[src/rtl/ie_mdu_pkg.sv]
// Shared types for the IE-stage RV32M multiply/divide sequencer.
package ie_mdu_pkg;

  localparam int XLEN_DEF = 32;

  typedef enum logic [2:0] {
    MUL    = 3'b000,
    MULH   = 3'b001,
    MULHSU = 3'b010,
    MULHU  = 3'b011,
    DIV    = 3'b100,
    DIVU   = 3'b101,
    REM    = 3'b110,
    REMU   = 3'b111
  } mdu_op_e;

  typedef enum logic [1:0] {
    IDLE = 2'd0,
    CALC = 2'd1,
    DONE = 2'd2
  } mdu_state_e;

endpackage

[src/rtl/mdu_sign_fix.sv]
// Conditional two's-complement negate: magnitude extraction on operands, sign restore on results.
// Purely combinational, no handshake.
module mdu_sign_fix
  import ie_mdu_pkg::*;
#(
  parameter int W = XLEN_DEF
) (
  input  logic [W-1:0] din,
  input  logic         neg,
  output logic [W-1:0] dout
);

  assign dout = neg ? -din : din;

endmodule

[src/rtl/ie_mdu_ctrl.sv]
// Iterative RV32M mul/div sequencer: XLEN+1 cycles start->done (1 cycle for special cases with MDU_EARLY_OUT_EN).
// No backpressure: stall freezes IF/ID/IE while an op runs; starts outside IDLE are dropped.
module ie_mdu_ctrl
  import ie_mdu_pkg::*;
#(
  parameter int XLEN = XLEN_DEF
) (
  input  logic            clk,
  input  logic            rst_n,
  input  logic            start,
  input  logic [2:0]      op,
  input  logic [XLEN-1:0] r1,
  input  logic [XLEN-1:0] r2,
  input  logic            flush,
  output logic            stall,
  output logic            busy,
  output logic            done,
  output logic [XLEN-1:0] result
);

  localparam int CNT_W = $clog2(XLEN) + 1;
  localparam logic [XLEN-1:0] MIN_NEG = {1'b1, {(XLEN-1){1'b0}}};

  mdu_state_e state_q, state_d;
  mdu_op_e    op_in, op_q;

  logic [CNT_W-1:0]  cnt_q;
  logic [2*XLEN-1:0] acc_q, acc_nxt, mul_nxt, div_nxt, prod_fix;
  logic [XLEN-1:0]   b_q, mag1, mag2, quo_fix, rem_fix, fin_calc, fin_q, res_q;
  logic [XLEN:0]     mul_sum, div_sh, div_dif;
  logic              neg_a_q, neg_b_q, dz_q, ovf_q;
  logic              sgn1, sgn2, neg1, neg2, dz_in, ovf_in, accept, special;
  logic              q_bit, res_neg, last_iter;

  assign op_in  = mdu_op_e'(op);
  assign sgn1   = (op_in == MULH) || (op_in == MULHSU) || (op_in == DIV) || (op_in == REM);
  assign sgn2   = (op_in == MULH) || (op_in == DIV) || (op_in == REM);
  assign neg1   = sgn1 & r1[XLEN-1];
  assign neg2   = sgn2 & r2[XLEN-1];
  assign dz_in  = (r2 == '0);
  assign ovf_in = sgn1 & sgn2 & (r1 == MIN_NEG) & (r2 == '1);
  assign accept = (state_q == IDLE) & start & ~flush;

  mdu_sign_fix #(.W(XLEN)) u_mag1 (.din(r1), .neg(neg1), .dout(mag1));
  mdu_sign_fix #(.W(XLEN)) u_mag2 (.din(r2), .neg(neg2), .dout(mag2));

`ifdef MDU_EARLY_OUT_EN
  // Results for operand patterns that need no iteration at all.
  logic [XLEN-1:0] sp_res;
  assign special = (r1 == '0) | dz_in | (op[2] & ovf_in);
  always_comb begin
    sp_res = '0;
    if (op[2]) begin
      if (dz_in)       sp_res = op[1] ? r1 : '1;
      else if (ovf_in) sp_res = op[1] ? '0 : MIN_NEG;
    end
  end
`else
  assign special = 1'b0;
`endif

  // acc = {hi, lo}: product accumulator / multiplier for MUL*, remainder / quotient for DIV*.
  assign mul_sum = {1'b0, acc_q[2*XLEN-1:XLEN]} + {1'b0, b_q};
  assign mul_nxt = acc_q[0] ? {mul_sum, acc_q[XLEN-1:1]} : {1'b0, acc_q[2*XLEN-1:1]};
  assign div_sh  = acc_q[2*XLEN-1:XLEN-1];
  assign div_dif = div_sh - {1'b0, b_q};
  assign q_bit   = ~div_dif[XLEN];
  assign div_nxt = {q_bit ? div_dif[XLEN-1:0] : div_sh[XLEN-1:0], acc_q[XLEN-2:0], q_bit};
  assign acc_nxt = op_q[2] ? div_nxt : mul_nxt;

  // Final result is taken from the value the last iteration is about to write.
  assign res_neg = neg_a_q ^ neg_b_q;
  mdu_sign_fix #(.W(2*XLEN)) u_prod (.din(acc_nxt), .neg(res_neg), .dout(prod_fix));
  mdu_sign_fix #(.W(XLEN)) u_quo (.din(acc_nxt[XLEN-1:0]), .neg(res_neg), .dout(quo_fix));
  mdu_sign_fix #(.W(XLEN)) u_rem (.din(acc_nxt[2*XLEN-1:XLEN]), .neg(neg_a_q), .dout(rem_fix));

  always_comb begin
    fin_calc = '0;
    if (!op_q[2])      fin_calc = (op_q == MUL) ? prod_fix[XLEN-1:0] : prod_fix[2*XLEN-1:XLEN];
    else if (!op_q[1]) fin_calc = dz_q ? '1 : (ovf_q ? MIN_NEG : quo_fix);
    else               fin_calc = ovf_q ? '0 : rem_fix;
  end

  assign last_iter = (cnt_q == CNT_W'(XLEN - 1));

  always_comb begin
    state_d = state_q;
    case (state_q)
      IDLE:    if (accept) state_d = special ? DONE : CALC;
      CALC:    if (flush) state_d = IDLE;
               else if (last_iter) state_d = DONE;
      DONE:    state_d = IDLE;
      default: state_d = IDLE;
    endcase
  end

  always_ff @(posedge clk or negedge rst_n) begin
    if (!rst_n) state_q <= IDLE;
    else        state_q <= state_d;
  end

  always_ff @(posedge clk or negedge rst_n) begin
    if (!rst_n) begin
      op_q    <= MUL;
      cnt_q   <= '0;
      acc_q   <= '0;
      b_q     <= '0;
      neg_a_q <= 1'b0;
      neg_b_q <= 1'b0;
      dz_q    <= 1'b0;
      ovf_q   <= 1'b0;
      fin_q   <= '0;
      res_q   <= '0;
    end else begin
      if (accept) begin
        op_q    <= op_in;
        cnt_q   <= '0;
        acc_q   <= {{XLEN{1'b0}}, mag1};
        b_q     <= mag2;
        neg_a_q <= neg1;
        neg_b_q <= neg2;
        dz_q    <= op[2] & dz_in;
        ovf_q   <= op[2] & ovf_in;
`ifdef MDU_EARLY_OUT_EN
        if (special) fin_q <= sp_res;
`endif
      end
      if (state_q == CALC) begin
        acc_q <= acc_nxt;
        cnt_q <= cnt_q + CNT_W'(1);
        if (last_iter) fin_q <= fin_calc;
      end
      if ((state_q == DONE) && !flush) res_q <= fin_q;
    end
  end

  assign stall  = (start & (state_q == IDLE)) | (state_q == CALC);
  assign busy   = (state_q == CALC);
  assign done   = (state_q == DONE) & ~flush;
  assign result = done ? fin_q : res_q;

endmodule

[config.mk]
export PLATFORM = sky130hd
export DESIGN_NAME = ie_mdu_ctrl
export DESIGN_NICKNAME = d
export VERILOG_FILES = /design/src/rtl/ie_mdu_pkg.sv /design/src/rtl/mdu_sign_fix.sv /design/src/rtl/ie_mdu_ctrl.sv
export SDC_FILE = /design/constraint.sdc
export NUM_CORES = 1
export LEC_CHECK = 0
export ABC_AREA = 1
export BUFFER_PORTS_ARGS = -buffer_cell sky130_fd_sc_hd__buf_2
export CAP_MARGIN = 20
export CORE_ASPECT_RATIO = 2
export CORE_MARGIN = 10
export CORE_UTILIZATION = 42
export DETAILED_ROUTE_END_ITERATION = 7
export PLACE_DENSITY_LB_ADDON = 0.2
export SLEW_MARGIN = 25
export SYNTH_ARGS = -nofsm -noshare
export SYNTH_HDL_FRONTEND = slang
export SYNTH_SLANG_ARGS = --single-unit
[constraint.sdc]
create_clock -name clk -period 7.85 [get_ports clk]
set_input_delay 0.785 -clock clk [delete_from_list [all_inputs] [get_ports clk]]
set_output_delay 0.785 -clock clk [all_outputs]
set_load 0.005 [all_outputs]
==> results list, run 1 <==
- In this run the remaining antenna-violating nets after routing total 0.
- Clock-pin slew on the worst setup and hold paths: about 0.08 ns
- Transition at the pin with the smallest max-transition slack: 1.021 ns
- After the last flow step, the layout net total stands at roughly 3200.
- Ys flop type: sky130_fd_sc_hd__dfrtp_1
- In this run the vertical extent of the chip is about 310 um.
- Portion of total power attributed to the clock network: 10.8%
* Setup crit start kind: register
- Commonest non-fill, non-tap cells in the layout: sky130_fd_sc_hd__nand2_1, sky130_fd_sc_hd__inv_1, sky130_fd_sc_hd__nand3_1
- Pin placement for this block handled between 100 and 150 I/O pins.
- Averaged over all synthesized cells, the footprint is ~6.0 sq um.
- Half-perimeter wire length of the detailed placement result: 70830 um
* Horizontal extent of the die: about 170 um
- Synth area leader: sky130_fd_sc_hd__dfrtp_1
- Highest net fanout along the worst path: 28
- Max-slew headroom: approximately 31%
* Count of mapped cells out of synthesis: between 3000 and 4000
* Largest family of logic cells by synthesized area: simple AND/OR/NAND/NOR gates
- TritonCTS clock tree: built
* DIE AREA: ~53000 sq um
- Internal power contribution: 3249 uW
- CTS built an H-tree with a depth of 4.
- Warnings from Yosys: 0
* Setup Viol. Count Final: 0
- Filler Cell Count: about 4800
- Entering global routing, the biggest net connects between 90 and 100 pins.
- The cell sitting at the root of the clock tree is a sky130_fd_sc_hd__clkbuf_16.
- Xor/xnor cell area share of the yosys netlist: under 10%
- CP Class: register to register
* Summed negative setup slack over all endpoints: 0 ns
* Total standard cell area after synthesis: between 15000 and 20000 sq um
- Cell leakage power: 0.01037 uW
- The synthesized netlist devotes between 10% and 20% of its cell area to compound gates.
- Timing would allow up to 217.5 MHz.
* Number of gates resized after CTS: 0
* Net switching fraction of the power: about three fifths
* Number of hold-repair buffers added at the cts stage: 0
* Most area-consuming cells after synthesis: sky130_fd_sc_hd__dfrtp_1, sky130_fd_sc_hd__nand2_1, sky130_fd_sc_hd__nand3_1
* Per-cell via count in the routed design: between 5 and 6
* Area growth from synthesis to layout: 8.571%
* Residual overflow from global routing: 0
- Sequential cells account for 16.2% of the total power.
* Final period demand of the worst path: 4.599 ns
- Vias after detailed routing: roughly 21000
- The initialized floorplan defines between 100 and 150 standard-cell rows.
- Max rail drop VDD: about 0.21 mV
- Pins over their slew limit: 0
- Prior to clock tree synthesis, the placed netlist has a worst setup slack of between 3 and 4 ns.
- The number of different library cells used by synthesis comes to 56.
- Of the total power, combinational logic draws between 70% and 80%.
- The initial antenna violation count is 1.
* Detailed Route Iter0 Violations: ~1700
- Data on the critical path is required at its endpoint by about 8.3 ns.
- Summing all multi-input logic gate instances after layout gives ~12000 sq um.
- Area fraction in and, or, nand and nor cells after synthesis: 41.14%
* Endpoint type of the worst setup path: register
- Switching component of the power: 5297 uW
* Fin util: ~46%
- For this run, asynchronously set or reset flops after synthesis account for 100.0%.
- Clk sinks: roughly 180
- Input and output buffers added on the ports amount to ~110.
- After Yosys synthesis, full adders, half adders and majority gates account for about 4.9% of the synthesized area.
* Fraction of synthesized area in multiplexers: 0%
* Areal power density over the cells: between 400 and 500 nW/um^2
* Most frequent standard cell in the layout excluding fill and tap cells: sky130_fd_sc_hd__nand2_1
* Arr. time, crit path: approximately 5.0 ns
- In this run, synthesis inferred 0 flip-flops with an integrated enable.
- The share of synthesized area in the top cell type comes to between 20% and 30%.
- The floorplan step defined a core boundary enclosing around 43000 sq um.
- First-pass GRT wire length: 129200 um
* Post-route fraction of the period consumed by the critical path: 58.58%
* FF+latch area: ~4400 sq um
* Part of the Yosys area used for sequential elements: 24.02%
- The clock reaches the later pin of the worst-skew pair after roughly 0.49 ns.
- In the global route stage, overall resource usage came out at 32.58%.
* Final estimated routing congestion in global placement: roughly 1.1
* Avg WL per Cell: between 20 and 25 um
- Clock Tree Buf Depth: 2
- The repair_antennas step left the layout with diodes totalling 0.
* Unrepaired setup endpoints after global routing: false
* Post-route total power: 8546 uW
- Share of post-route cells with drive strength above 1: 8.673%
* Worst Hold Class: input port to async pin
* Status: finished, final reports clean
- Post-route clock skew: between 0.015 and 0.02 ns
- The final number of hold-violating endpoints came to 0.
- Flop and latch count out of synthesis: roughly 180
* Initial core utilization: a little over two fifths
- TritonCTS created 17 clock buffers.
- The number of global-route vias before repair came to 20420.
- Maximum capacitance violations: 0
* Post-CTS Repair Setup Buffers: 0
* Post-route DRC: 0
* Post-synth net total: 3202
* Post-Route WL: between 80000 and 90000 um
* Min setup slack post-route: 3.251 ns
* Worst-case hold slack: roughly 0.25 ns
- Number of iterations in the first detailed-routing pass: 6
final timing paths:
kind,startpoint,depth (start not counted),slack [ns],endpoint
setup reg to reg,acc_q[31],27,3.25,fin_q[29]
setup / recovery,acc_q[31],27,3.25,fin_q[29]
max in group asynchronous,rst_n,2,6.39,op_q[2]
hold / removal,rst_n,1,0.25,acc_q[62]
min in group clk,res_q[30],2,0.47,res_q[30]
hold reg to reg,res_q[30],2,0.47,res_q[30]
sequential cells by signal, indices dropped and copies added, names as in the netlist, 2 cells and up:
name     count
b_q         32
op_q         3
fin_q       32
state_q      2
cnt_q        6
res_q       32
acc_q       64
critical path, stage by stage, from the launching register on:
cell and delay [ns]:
sky130_fd_sc_hd__dfrtp_1 0.37, sky130_fd_sc_hd__inv_1 0.12, sky130_fd_sc_hd__ha_1 0.16, sky130_fd_sc_hd__inv_1 0.07, sky130_fd_sc_hd__fa_1 0.45, sky130_fd_sc_hd__nand2_1 0.11
sky130_fd_sc_hd__nand2_1 0.09, sky130_fd_sc_hd__nand3_1 0.11, sky130_fd_sc_hd__nand2_2 0.10, sky130_fd_sc_hd__nand2_2 0.09, sky130_fd_sc_hd__nand2_2 0.07, sky130_fd_sc_hd__nand2_4 0.10
sky130_fd_sc_hd__nand3_2 0.17, sky130_fd_sc_hd__nand2_4 0.41, sky130_fd_sc_hd__nand2_1 0.09, sky130_fd_sc_hd__nand3_1 0.10, sky130_fd_sc_hd__nand2_2 0.12, sky130_fd_sc_hd__nor2_1 0.16
sky130_fd_sc_hd__nand2_1 0.11, sky130_fd_sc_hd__nor2_1 0.72, sky130_fd_sc_hd__nand2_1 0.16, sky130_fd_sc_hd__nand2_1 0.15, sky130_fd_sc_hd__nand2_1 0.07, sky130_fd_sc_hd__nand2_1 0.06
sky130_fd_sc_hd__nand3_1 0.06, sky130_fd_sc_hd__nand2_1 0.07, sky130_fd_sc_hd__nand3_1 0.13, sky130_fd_sc_hd__nand2_1 0.09
Yosys cell counts, types with 4 or more instances:
cell,number
sky130_fd_sc_hd__a21o_1,4
sky130_fd_sc_hd__a21oi_1,166
sky130_fd_sc_hd__a21oi_2,4
sky130_fd_sc_hd__and2_1,9
sky130_fd_sc_hd__buf_1,14
sky130_fd_sc_hd__buf_2,19
sky130_fd_sc_hd__clkbuf_1,72
sky130_fd_sc_hd__clkinv_1,5
sky130_fd_sc_hd__dfrtp_1,175
sky130_fd_sc_hd__ha_1,68
sky130_fd_sc_hd__inv_1,383
sky130_fd_sc_hd__inv_2,9
sky130_fd_sc_hd__nand2_1,1054
sky130_fd_sc_hd__nand2_2,32
sky130_fd_sc_hd__nand2_4,4
sky130_fd_sc_hd__nand3_1,295
sky130_fd_sc_hd__nand3_2,11
sky130_fd_sc_hd__nand3b_1,12
sky130_fd_sc_hd__nand4_1,25
sky130_fd_sc_hd__nor2_1,218
sky130_fd_sc_hd__nor2_2,26
sky130_fd_sc_hd__nor2_4,4
sky130_fd_sc_hd__nor3_1,36
sky130_fd_sc_hd__nor4_1,14
sky130_fd_sc_hd__o211ai_1,23
sky130_fd_sc_hd__o21ai_0,155
sky130_fd_sc_hd__o21ai_1,11
sky130_fd_sc_hd__o21bai_1,9
sky130_fd_sc_hd__o221ai_1,27
sky130_fd_sc_hd__o22ai_1,39
sky130_fd_sc_hd__o31ai_1,6
sky130_fd_sc_hd__xnor2_1,45
sky130_fd_sc_hd__xor2_1,58
layout make-up:
class	instances	area share (%)
clock inverter	15	0.8470
sequential	175	22.14
inverter	397	7.528
tap	550	3.476
clock buffer	17	2.149
timing repair buffer	129	3.628
multi-input combinational	2380	60.23
logic make-up after synthesis:
family                   after synthesis
AND/OR/NAND/NOR                     1750
AO/OA/AOI/OAI                        457
XOR/XNOR                             103
flip-flops                           175
adder cells (fa/ha/maj)               70
buffers and inverters                506
power groups by stage:
stage	Clock, uW	Sequential [uW]	Combinational (uW)
final	920	1390	6240
after global placement	0	1390	6050
after detailed placement	0	1400	6030
after CTS	930	1380	6070
after floorplan	0	1230	4080
after global routing	951	1400	6760
routing by layer:
layer | up-vias | GRT usage [%] | part of all wire, %
met5 | - | 0 | 0
met4 | 0 | 29.81 | 11
met3 | 291 | 4.389 | 4.4
met2 | 769 | 59.95 | 52
met1 | 9788 | 30.40 | 33
li1 | 9950 | - | -
through the flow:
step / cell area (sq um) / instances
floorplan: 18230 / 3061
global placement: 19200 / 3631
detailed placement: 19200 / 3631
CTS: 19790 / 3663
global route: 19800 / 3663
finish: 19800 / 3663
No activity file was read; power rests on OpenSTA's default activity.
==> run 2, diff against run 1 <==
Settings changed: ABC_AREA 1 to 0.
Clock period 7.85 ns to 3.9 ns, I/O delays scaled along.
==> run 2 against run 1 <==
Against the previous run:
- the run now ends with negative setup slack left
- first-iteration DRC count is 19% lower
- global-route usage is 1.9 points lower
- sequential power is 89% higher
- non-clock buffer count is 546 higher
- fmax is 4.7% higher
- design area is 22% higher
- via count is 3.9% lower
- combinational power grew to 2.7 times the previous value
- critical path depth is 9 lower
- synthesized cell count is 30% lower
- wire length is 11% lower
==> results list, run 2 <==
- Detailed Route Iter0 Violations: 1400 (-19%)
* Die outline height: 303.1 um (-3.7%)
- Final period demand of the worst path: 4.392 ns (-0.2064 ns)
- The HPWL after detailed placement came to 61130 um (-14%).
- The post-synthesis sequential element count was 175 (unchanged).
- Most frequent standard cell in the layout excluding fill and tap cells: sky130_fd_sc_hd__buf_4
- The flip-flop count of the largest register, all copies and words added was 64 (unchanged).
* DIE AREA: 48980 sq um (-7.0%)
* Post-route fraction of the period consumed by the critical path: 112.6% (+54 points)
- The area of the core region was 39560 sq um (-8.5%).
* Worst-case hold slack: 0.1665 ns (-0.08001 ns)
- Avg WL per Cell: 24.00 um (-0.47%)
- The gate count after technology mapping is 2156 (-30%).
* Beginning of the critical path: acc_q[50]
* Total routing resource utilization after global routing: 30.68% (-1.9 points)
- The max-capacitance violation count is 0 (unchanged).
- Post-Route WL: 78230 um (-11%)
- Area share of the leading cell type in the synthesized netlist: 26.01% (+2.0 points)
* Fin. Hold Viols: 0 (unchanged)
* Ys flop type: sky130_fd_sc_hd__dfrtp_1
* Clock Tree Buf Depth: 2 (unchanged)
- Residual overflow from global routing: 0 (unchanged)
* Average cell area after synthesis: 7.808 sq um (+31%)
- Part of the Yosys area used for sequential elements: 26.01% (+2.0 points)
- The final antenna diode count came to 0 (unchanged).
* Min setup slack post-route: -0.4923 ns (-3.744 ns)
- Number of iterations in the first detailed-routing pass: 7 (+1)
* Leading cell types by count after synthesis: sky130_fd_sc_hd__nand2_1, sky130_fd_sc_hd__dfrtp_1, sky130_fd_sc_hd__o21ai_0
- The global-route wire length before repair was 115700 um (-10%).
* Vias after detailed routing: 19980 (-3.9%)
- Status: finished with violations
- The via-per-instance ratio came to 6.129 (+7.9%).
- The horizontal die dimension is 161.6 um (-3.4%).
- The critical-path maximum fanout is 4 (-86%).
- The initial antenna violation count was 0 (-1).
- The share of post-route cells with drive strength above 1 was 36.60% (+28 points).
- The leakage power total was 0.01069 uW (+3.1%).
* Port Buf Inserts: 105 (unchanged)
* Commonest non-fill, non-tap cells in the layout: sky130_fd_sc_hd__buf_4, sky130_fd_sc_hd__nand2_1, sky130_fd_sc_hd__dfrtp_1
* Maximum level of the CTS H-tree: 4 (unchanged)
- Ranked by flip-flop count, first place goes to acc_q.
- By area the synthesized netlist is led by sky130_fd_sc_hd__dfrtp_1, sky130_fd_sc_hd__nand2_1, sky130_fd_sc_hd__o21ai_0.
- The actual slew at the worst max-slew pin was 0.8077 ns (-0.2129 ns).
* TritonCTS Buffers: 17 (unchanged)
- Areal power density over the cells: 890.2 nW/um^2 (+110%)
- The number of failing setup endpoints in the final timing report was 28 (+28).
- The number of unique standard cell types used by synthesis is 102 (+82%).
* TritonCTS clock tree: built
- The tightest slew margin relative to the limit was 46.15% (+15 points).
- The clock sink count came to 175 (unchanged).
- The number of I/O pins is 106 (unchanged).
* Worst Hold Class: input port to register
- The number of nets in the layout was 2863 (-12%).
- Post-route clock skew: 0.01602 ns (-0.003252 ns)
- Count of flip-flops with a built-in enable after synthesis: 0 (unchanged)
- The remaining number of nets flagged by the antenna check after routing was 0 (unchanged).
- Clock root buffer: sky130_fd_sc_hd__clkbuf_16
- The required arrival time at the worst endpoint was 4.28 ns (-3.99 ns).
- The startpoint identified for the worst register-to-register timing path is acc_q[50].
* Total standard cell area after synthesis: 16830 sq um (-7.7%)
* Pin count of the biggest net entering global routing: 80 (-16%)
* Post-route DRC: 0 (unchanged)
- Area growth from synthesis to layout: 43.55%
* Proportion of register bits with asynchronous set or reset after synthesis: 100.0% (unchanged)
- The clock-pin slew of the registers on the worst-case setup and hold paths came to 0.08 ns (about the same).
- The final count of pins violating max slew was 0 (unchanged).
- Most repeated cell in the gate-level netlist after synthesis: sky130_fd_sc_hd__nand2_1
* Post-synth net total: 2297 (-28%)
- Fmax: 227.7 MHz (+4.7%)
* Summed negative setup slack over all endpoints: -7.451 ns (-7.451 ns)
- Clock network latency to the later pin of the worst-skew pair: 0.49 ns (about the same)
- The worst voltage drop across the vdd grid was 0.4640 mV (+120%).
- The startpoint identified for the worst hold timing path is flush.
- Warnings from Yosys: 0 (unchanged)
* Initial core utilization: 42.55% (+0.39 points)
- The row count was 103 (-4.6%).
- Arr. time, crit path: 4.78 ns (-0.23 ns)
- The largest total area in the synthesized netlist belongs to sky130_fd_sc_hd__dfrtp_1.
- CP Class: register to register
- Violations in the final reports: negative setup slack
- Vias in the first global route: 20220 (-0.97%)
- Endpoint type of the worst setup path: register
- The global placer's final weighted congestion is 1.061 (-4.6%).
- Unrepaired setup endpoints after global routing: true
- Setup crit start kind: register
[run 2: changes by cell type after synthesis, sizes merged, moves of 32 or more]
cell / delta
xnor2: +49
mux2i: +48
a31oi: +41
inv: -326
nand2: -822
nand3: -232
nor2: -107
mux2: +37
a211oi: +32
[run 2: cells by family after synthesis]
logic type	after synthesis	synth area share, %
AND/OR/NAND/NOR	756	21.98
buffers and inverters	196	4.511
XOR/XNOR	166	8.636
multiplexers	85	5.329
flip-flops	175	26.01
adder cells (fa/ha/maj)	70	5.292
AO/OA/AOI/OAI	708	28.23
[run 2: worst max-delay path, stage by stage, from the launching register on]
cell,delay (ns)
sky130_fd_sc_hd__dfrtp_1,0.41
sky130_fd_sc_hd__ha_4,0.26
sky130_fd_sc_hd__a21o_1,0.18
sky130_fd_sc_hd__a31oi_2,0.21
sky130_fd_sc_hd__o211ai_1,0.21
sky130_fd_sc_hd__a221o_2,0.50
sky130_fd_sc_hd__buf_4,0.17
sky130_fd_sc_hd__o21ai_4,0.21
sky130_fd_sc_hd__buf_6,0.17
sky130_fd_sc_hd__nand3_2,0.11
sky130_fd_sc_hd__buf_4,0.20
sky130_fd_sc_hd__o211ai_1,0.40
sky130_fd_sc_hd__buf_4,0.20
sky130_fd_sc_hd__nand4_1,0.19
sky130_fd_sc_hd__buf_4,0.23
sky130_fd_sc_hd__buf_4,0.13
sky130_fd_sc_hd__nor4_2,0.13
sky130_fd_sc_hd__nor3_1,0.08
sky130_fd_sc_hd__nor4_1,0.28
[run 2: path summary, 6_finish.rpt]
kind	endpoint	slack, ns	depth (start not counted)
min reg2reg	fin_q[5]	0.49	2
max in group asynchronous	cnt_q[0]	2.49	3
max reg2reg	fin_q[30]	-0.49	18
min	state_q[1]	0.17	2
min in group asynchronous	b_q[26]	0.51	2
max	fin_q[30]	-0.49	18
[run 2: power by group]
part	total (uW)	switching (uW)	leakage (uW)	internal (uW)
combinational	17100	9260	0.00813	7810
clock	1820	919	0.000273	900
sequential	2630	437	0.00229	2200
[run 2: cell type report]
class / instances / area [sq um]
clock inverter: 15 / 151.4
timing repair buffer: 675 / 5100
tap: 525 / 656.9
multi-input combinational: 1785 / 13190
clock buffer: 17 / 425.4
sequential: 175 / 4388
fill: 3592 / 15400
inverter: 68 / 255.2
[run 2: per-stage QoR]
stage / worst slack [ns] / instances / utilization, % / cell area (sq um) / total power, uW
detailed placement: -0.7085 / 3172 / 54.52 / 21570 / 17090
global placement: -0.6294 / 3172 / 54.52 / 21570 / 16900
global route: -0.5836 / 3260 / 61.08 / 24170 / 22530
floorplan: -0.2782 / 2156 / - / 16970 / 9878
finish: -0.4923 / 3260 / 61.08 / 24170 / 21510
CTS: -0.4151 / 3232 / 58.35 / 23090 / 19990
[run 2: routing by layer]
metal / up-vias / GRT usage, % / wire length (um)
met3: 343 / 3.830 / 3727
met4: 0 / 27.71 / 7829
met5: - / 0 / 0
met1: 9628 / 29.87 / 26420
met2: 856 / 55.60 / 40260
li1: 9153 / - / -
[run 2: what timing repair did]
action / CTS / global route
endpoints found under the setup margin: 31 / 33
setup buffers: 27 / 32
pin swaps: 68 / 107
resized for setup: 152 / 176
hold endpoints to repair: 67 / 0
gates cloned: 1 / 0
hold buffers: 1 / 0
